File: src/rtl/nibble_recomposer.sv
// Rebuilds an operand word from per-nibble alphabet codes (alphabet[SEL] << SL, weighted 16^i, LSN first).
// Latency: out_valid rises the cycle after the last nibble code of a word is accepted.
// Backpressure: while a word is held (out_ready=0) in_ready stays low and no codes are consumed.
module nibble_recomposer #(
    parameter int LOG2_WIDTH        = 3,
    parameter int WIDTH             = 2**LOG2_WIDTH,
    parameter int LOG2_NIBBLE_WIDTH = 2,
    parameter int NIBBLE_WIDTH      = 2**LOG2_NIBBLE_WIDTH,
    parameter int NUM_NIBBLES       = WIDTH/NIBBLE_WIDTH,
    parameter int CNT_W             = (LOG2_WIDTH-LOG2_NIBBLE_WIDTH > 0) ? LOG2_WIDTH-LOG2_NIBBLE_WIDTH : 1
) (
    input  logic                         clk,
    input  logic                         rst,
    input  logic                         in_valid,
    output logic                         in_ready,
    input  logic [LOG2_NIBBLE_WIDTH-1:0] in_sel,
    input  logic [LOG2_NIBBLE_WIDTH-1:0] in_sl,
    input  logic                         in_zero,
    output logic                         out_valid,
    input  logic                         out_ready,
    output logic [WIDTH+1:0]             out_data,
    output logic                         out_ovf
);

    typedef enum logic {
        ST_ACCUM = 1'b0,
        ST_HOLD  = 1'b1
    } state_t;

    state_t           state_q, state_d;
    logic [CNT_W-1:0] count_q, count_d;
    logic [WIDTH+1:0] acc_q, acc_d;
    logic             ovf_acc_q, ovf_acc_d;
    logic [WIDTH+1:0] out_data_q, out_data_d;
    logic             out_ovf_q, out_ovf_d;

    logic [5:0]       nib_val;
    logic             nib_big;
    logic [WIDTH+1:0] contrib;
    logic             accept;
    logic             last_nib;

    // Handshake flags are pure decodes of the registered state.
    assign in_ready  = (state_q == ST_ACCUM);
    assign out_valid = (state_q == ST_HOLD);
    assign out_data  = out_data_q;
    assign out_ovf   = out_ovf_q;

    // Nibble value and its weighted contribution at the current nibble position.
    always_comb begin
        nib_val  = in_zero ? 6'd0 : (6'({in_sel, 1'b1}) << in_sl);
        nib_big  = (nib_val > 6'd15);
        contrib  = (WIDTH+2)'(nib_val) << (NIBBLE_WIDTH * count_q);
        accept   = in_valid & in_ready;
        last_nib = (count_q == CNT_W'(NUM_NIBBLES-1));
    end

    // Next-state logic: accumulate nibbles, publish the word, then wait for the output handshake.
    always_comb begin
        state_d    = state_q;
        count_d    = count_q;
        acc_d      = acc_q;
        ovf_acc_d  = ovf_acc_q;
        out_data_d = out_data_q;
        out_ovf_d  = out_ovf_q;
        case (state_q)
            ST_ACCUM: begin
                if (accept) begin
                    if (last_nib) begin
                        out_data_d = acc_q + contrib;
                        out_ovf_d  = ovf_acc_q | nib_big;
                        acc_d      = '0;
                        ovf_acc_d  = 1'b0;
                        count_d    = '0;
                        state_d    = ST_HOLD;
                    end else begin
                        acc_d      = acc_q + contrib;
                        ovf_acc_d  = ovf_acc_q | nib_big;
                        count_d    = count_q + CNT_W'(1);
                    end
                end
            end
            ST_HOLD: begin
                if (out_ready) begin
                    state_d = ST_ACCUM;
                end
            end
            default: state_d = ST_ACCUM;
        endcase
    end

    // State registers; reset discards any partial word.
    always_ff @(posedge clk) begin
        if (rst) begin
            state_q    <= ST_ACCUM;
            count_q    <= '0;
            acc_q      <= '0;
            ovf_acc_q  <= 1'b0;
            out_data_q <= '0;
            out_ovf_q  <= 1'b0;
        end else begin
            state_q    <= state_d;
            count_q    <= count_d;
            acc_q      <= acc_d;
            ovf_acc_q  <= ovf_acc_d;
            out_data_q <= out_data_d;
            out_ovf_q  <= out_ovf_d;
        end
    end

endmodule

File: config.mk
export PLATFORM = sky130hd
export DESIGN_NAME = nibble_recomposer
export DESIGN_NICKNAME = d
export VERILOG_FILES = /design/src/rtl/nibble_recomposer.sv
export SDC_FILE = /design/constraint.sdc
export NUM_CORES = 1
export LEC_CHECK = 0
export ABC_AREA = 1
export CELL_PAD_IN_SITES_DETAIL_PLACEMENT = 0
export CELL_PAD_IN_SITES_GLOBAL_PLACEMENT = 2
export CORE_MARGIN = 4
export CORE_UTILIZATION = 27
export CTS_BUF_LIST = sky130_fd_sc_hd__clkbuf_8
export DETAILED_ROUTE_END_ITERATION = 16
export PLACE_DENSITY_LB_ADDON = 0.1
export SLEW_MARGIN = 20
export SYNTH_ARGS = -nofsm -noshare
export SYNTH_HDL_FRONTEND = slang
export SYNTH_SLANG_ARGS = --single-unit
File: constraint.sdc
create_clock -name clk -period 2.3 [get_ports clk]
set_clock_uncertainty 0.15 [all_clocks]
set_input_delay 0.46 -clock clk [delete_from_list [all_inputs] [get_ports clk]]
set_output_delay 0.46 -clock clk [all_outputs]
set_load 0.01 [all_outputs]
=== Yosys cells after proc, flatten, opt, wreduce, memory -nomap -nowiden ===
Index checks and enable logic that the tools add are counted.

* Add/subtract/negate cells: 2
* Magnitude comparators: 1
* Shift operators: 2
* Muxes and demuxes: 8
* Bitwise operators: 3
* Reductions and logical operators: 2

{| class="wikitable"
|+ Operator list
! kind !! number
|-
| adder 10 bit || 1
|-
| two-way mux 10 bit || 1
|-
| left shift 6 x 3 -> 10 bit || 1
|-
| > comparator 6 x 4 -> 1 bit, second input constant || 1
|-
| two-way mux 6 bit || 1
|-
| left shift 3 x 2 -> 6 bit || 1
|-
| two-way mux 1 bit || 5
|-
| AND reduction 3 bit || 1
|-
| one-hot mux 1 bit (2 select lines) || 1
|-
| AND reduction 2 bit || 1
|-
| adder 1 bit, second input constant || 1
|-
| bitwise AND 1 bit || 1
|-
| NOT 1 bit || 1
|-
| bitwise OR 1 bit || 1
|}

* Bits in registers: 24
* Input port bits: 9
* Output and inout port bits: 13

=== Logic depth before layout (Yosys ltp) ===
* Word-level depth: 5
* Mapped depth: 17
* Gate-level depth less buffers: 17

=== Least setup slack after synthesis ===
No wires, ideal clock.

* Path type: input port to flip-flop
* Start: input in_zero
* End: register out_data_q[6] (netlist: out_data[6])
* Data arrival time: 2,062 ps
* Required time: 2,035 ps
* Path slack: -28 ps
* Cell stages on the path: 13
* Path buffers: 0
* Cell sequence: nor2_1 inv_1 nor3_1 ha_1 inv_1 fa_1 nand3b_1 nand2_1 nand2_1 nand2_1 xor2_1 o21ai_0 inv_1

* Cells in the longest elaborated chain, start to end: 3

{| class="wikitable"
|+ Ends and longest elaborated chain
! what !! RTL line !! source
|-
| start, declared || 18 || <nowiki>input logic in_zero,</nowiki>
|-
| two-way mux 6 bit || 51 || <nowiki>nib_val = in_zero ? 6'd0 : (6'({in_sel, 1'b1}) << in_sl);</nowiki>
|-
| left shift 6 x 3 -> 10 bit || 53 || <nowiki>contrib = (WIDTH+2)'(nib_val) << (NIBBLE_WIDTH * count_q);</nowiki>
|-
| adder 10 bit || 70 || <nowiki>out_data_d = acc_q + contrib;</nowiki>
|-
| end signal, assigned || 106 || <nowiki>out_data_q <= out_data_d;</nowiki>
|-
| end, declared || 34 || <nowiki>logic [WIDTH+1:0] out_data_q, out_data_d;</nowiki>
|}

Every way passes these cells.
A chain may end at the register's enable or synchronous reset.

=== Final worst setup path ===
* Start: input in_sl[0]
* End: register acc_q[6]

* Cells in the longest elaborated chain, start to end: 5

{| class="wikitable"
|+ Ends and longest elaborated chain
! what !! RTL line !! source
|-
| start, declared || 17 || <nowiki>input logic [LOG2_NIBBLE_WIDTH-1:0] in_sl,</nowiki>
|-
| left shift 3 x 2 -> 6 bit || 51 ||
|-
| two-way mux 6 bit || 51 ||
|-
| left shift 6 x 3 -> 10 bit || 53 ||
|-
| adder 10 bit || 77 || <nowiki>acc_d = acc_q + contrib;</nowiki>
|-
| two-way mux 10 bit || 69 || <nowiki>if (last_nib) begin</nowiki>
|-
| end signal, assigned || 97 || <nowiki>acc_q <= '0;</nowiki>
|-
| end signal, assigned || 104 || <nowiki>acc_q <= acc_d;</nowiki>
|-
| end, declared || 32 || <nowiki>logic [WIDTH+1:0] acc_q, acc_d;</nowiki>
|}

Every way passes these cells.

==> results.sh <==
export IMPL_drtAntennaViolNets=0
export IMPL_worst_slew_pin_slew_ns=0.2856
export IMPL_clkPwrFrac_pct=28.7
export IMPL_drt_total_wl_um=4318
export IMPL_dr_pass1_iters=4
export IMPL_vias=1554
export IMPL_htreeDepth=1
export IMPL_cts_tree="yes"
export IMPL_initial_core_util_pct=27.95
export IMPL_comb_power_share_pct=26.5
export IMPL_required_ns=2.35
export IMPL_synth_area_leaders="dfxtp_1 31%, nand2_1 16%, inv_1 9.8%"
export IMPL_overflow=0
export IMPL_ys_async_sr_fraction_pct=0
export IMPL_grt_pass1_vias=1449
export IMPL_port_buffers=21
export IMPL_gp_congestion=0.7721
export IMPL_p_leak_nw=1.027
export IMPL_grt_usage_pct=12.25
export IMPL_dp_hpwl_um=3300
export IMPL_setup_viol_count_final=0
export IMPL_endpoint_kind="register"
export IMPL_setup_ws_ns=0.08820
export IMPL_syn_instance_count=238
export IMPL_synth_edff_count=0
export IMPL_p_seq_share_pct=44.8
export IMPL_root_buffer="clkbuf_8"
export IMPL_grt_pass1_wl_um=6913
export IMPL_clock_sinks=24
export IMPL_coreArea_mm2=0.005507
export IMPL_diodes=0
export IMPL_p_per_area_mw_per_mm2=436.8
export IMPL_critPathMostFrequentCell="nand2_2"
export IMPL_rsz0062_at_grt="yes"
export IMPL_hold_ws_ns=0.3159
export IMPL_layout_drive_gt1_share_pct=34.03
export IMPL_wl_per_cell_um=11.99
export IMPL_p_sw_uw=292.1
export IMPL_hold_class="reg2reg"
export IMPL_fp_dieH_um=83.50
export IMPL_whs_path_depth=2
export IMPL_syn_area_per_cell_um2=6.466
export IMPL_clk_insertion_delay_late_ns=0.27
export IMPL_path_class="in2reg"
export IMPL_maxCapViolations=0
export IMPL_place_area_mm2=0.001997
export IMPL_drc_errors=0
export IMPL_clock_path_buffers=2
export IMPL_synthFlopType="dfxtp_1"
export IMPL_min_period_ns=2.212
export IMPL_nets=308
export IMPL_yosys_warnings=0
export IMPL_synthTopCellsByCount="67 x nand2_1, 40 x inv_1, 27 x a21oi_1, 24 x dfxtp_1, 19 x nor2_1"
export IMPL_drt_initial_drc_count=76
export IMPL_numCtsBuffers=3
export IMPL_tns_ns=0
export IMPL_max_vdd_ir_drop_mv=0.2349
export IMPL_stdcell_area_mm2=0.002317
export IMPL_path_max_fanout=5
export IMPL_netlist_cell_type_count=28
export IMPL_swShare_pct=28.86
export IMPL_cp_slowest_cell="fa_2"
export IMPL_syn_cell_area_mm2=0.001539
export IMPL_hold_viol_final=0
export IMPL_area_growth_pct=50.57
export IMPL_ys_ff_latch=24
export IMPL_pre_cts_slack_ns=-0.7486
export IMPL_yosysTopAreaCellShare_pct=31.22
export IMPL_status="finished, final reports clean"
export IMPL_reg2reg_depth=11
export IMPL_cts_hold_buf=0
export IMPL_startpoint_type="primary input"
export IMPL_grt_max_degree=25
export IMPL_synth_largest_area_cell="dfxtp_1"
export IMPL_antenna_found_initial=0
export IMPL_crit_chain="buf_2 > buf_4 > nor3_4 > ha_2 > inv_2 > fa_2 > nand3b_1 > nand2_2 > nand2_2 > nand2_2 > or2_1 > nand3_1 > a21oi_2"
export IMPL_post_route_period_util_pct=96.17
export IMPL_max_clock_freq_mhz=452.1
export IMPL_synth_most_common_cell="nand2_1"
export IMPL_clkTransAtPathRegs_ns=0.09
export IMPL_ys_seq_area_share_pct=31.22
export IMPL_finalMaxSlewViolations=0
export IMPL_via_per_inst=4.317
export IMPL_io_pins=22
export IMPL_dieArea_mm2=0.006971
export IMPL_maxSlewHeadroom_pct=80.96
export IMPL_die_x_um=83.50
export IMPL_internal_power_uw=720.1
export IMPL_critPathArrivalTime_ns=2.27
export IMPL_cpPeakStageDelay_ns=0.33
export IMPL_rows=27
export IMPL_syn_num_nets=257
==> sequential cells by signal (all words and copies together), names as in the netlist <==
signal     cells
out_data      10
acc_q         10
out_ovf        1
out_valid      1
count_q        1
ovf_acc_q      1
==> kinds of logic (layout without fill, tap and decap cells) <==
family	after synthesis	count (layout)	synth area share, %
buffers and inverters	47	97	12.11
and+or+nand+nor	112	112	31.46
AOI/OAI and AO/OA	41	41	14.31
xor gates and xnor gates	4	4	2.277
DFF	24	24	31.22
adders and majority gates	10	10	8.618
==> power groups by stage <==
stage                     sequential, mW  clock [mW]  combinational, mW
final                              0.454       0.290              0.268
after global routing               0.457       0.319              0.296
after CTS                          0.453       0.303              0.248
after detailed placement           0.461           0              0.227
after global placement             0.460           0              0.228
after floorplan                    0.459           0              0.118
==> path summary, 6_finish.rpt <==
kind                    end  slack (ns)      start
setup / recovery   acc_q[6]        0.09   in_sl[0]
hold / removal    ovf_acc_q        0.32  ovf_acc_q
setup reg to reg   acc_q[6]        0.12    count_q
hold reg to reg   ovf_acc_q        0.32  ovf_acc_q
==> through the flow <==
stage / utilization (%) / cells / power [mW]
2_1_floorplan: - / 238 / 0.5773
3_3_place_gp: 36.26 / 349 / 0.6887
3_5_place_dp: 36.26 / 349 / 0.6879
4_1_cts: 39.51 / 355 / 1.005
5_1_grt: 42.08 / 360 / 1.072
6_report: 42.08 / 360 / 1.012
==> what timing repair did <==
item                                    CTS  global route
buffers inserted                          2             5
gates cloned                              0             0
pin swaps                                22            16
hold endpoints to repair                  0             0
endpoints found under the setup margin   16            14
resized for setup                        49            22
==> metal layers <==
layer | GRT usage (%) | vias up | part of all wire [%]
met1 | 14.78 | 699 | 45
li1 | - | 840 | -
met2 | 22.89 | 13 | 52
met4 | 1.316 | 0 | 0.30
met5 | 0 | - | 0
met3 | 2.665 | 2 | 2.1
==> cell usage in the layout, fill, tap and decap left out, drive strengths merged <==
| master | count |
|---|---|
| dfxtp | 24 |
| clkdlybuf4s15 | 1 |
| clkdlybuf4s50 | 16 |
| nand3 | 11 |
| o21a | 1 |
| ha | 9 |
| o21ai | 9 |
| fa | 1 |
| a22oi | 2 |
| nand2 | 71 |
| nor3 | 2 |
| xnor2 | 2 |
| xor2 | 2 |
| nor2 | 23 |
| buf | 34 |
| clkbuf | 4 |
| dlygate4sd2 | 1 |
| or2 | 3 |
| inv | 41 |
| nand3b | 2 |
| a21oi | 29 |
==> critical path: cells and delay by family <==
family                     cells  cell delay (ns)
buffers and inverters          3             0.32
and+or+nand+nor                7             0.78
adders and majority gates      2             0.54
AOI/OAI and AO/OA              1             0.14
==> layout make-up <==
cell class / count / area (um^2)
clock buffer: 4 / 55.05
sequential: 24 / 484.2
timing repair buffer: 52 / 426.7
fill: 589 / 3189
inverter: 41 / 153.9
tap: 72 / 90.09
multi-input combinational: 167 / 1107
Power figures use the tool's default switching activity.
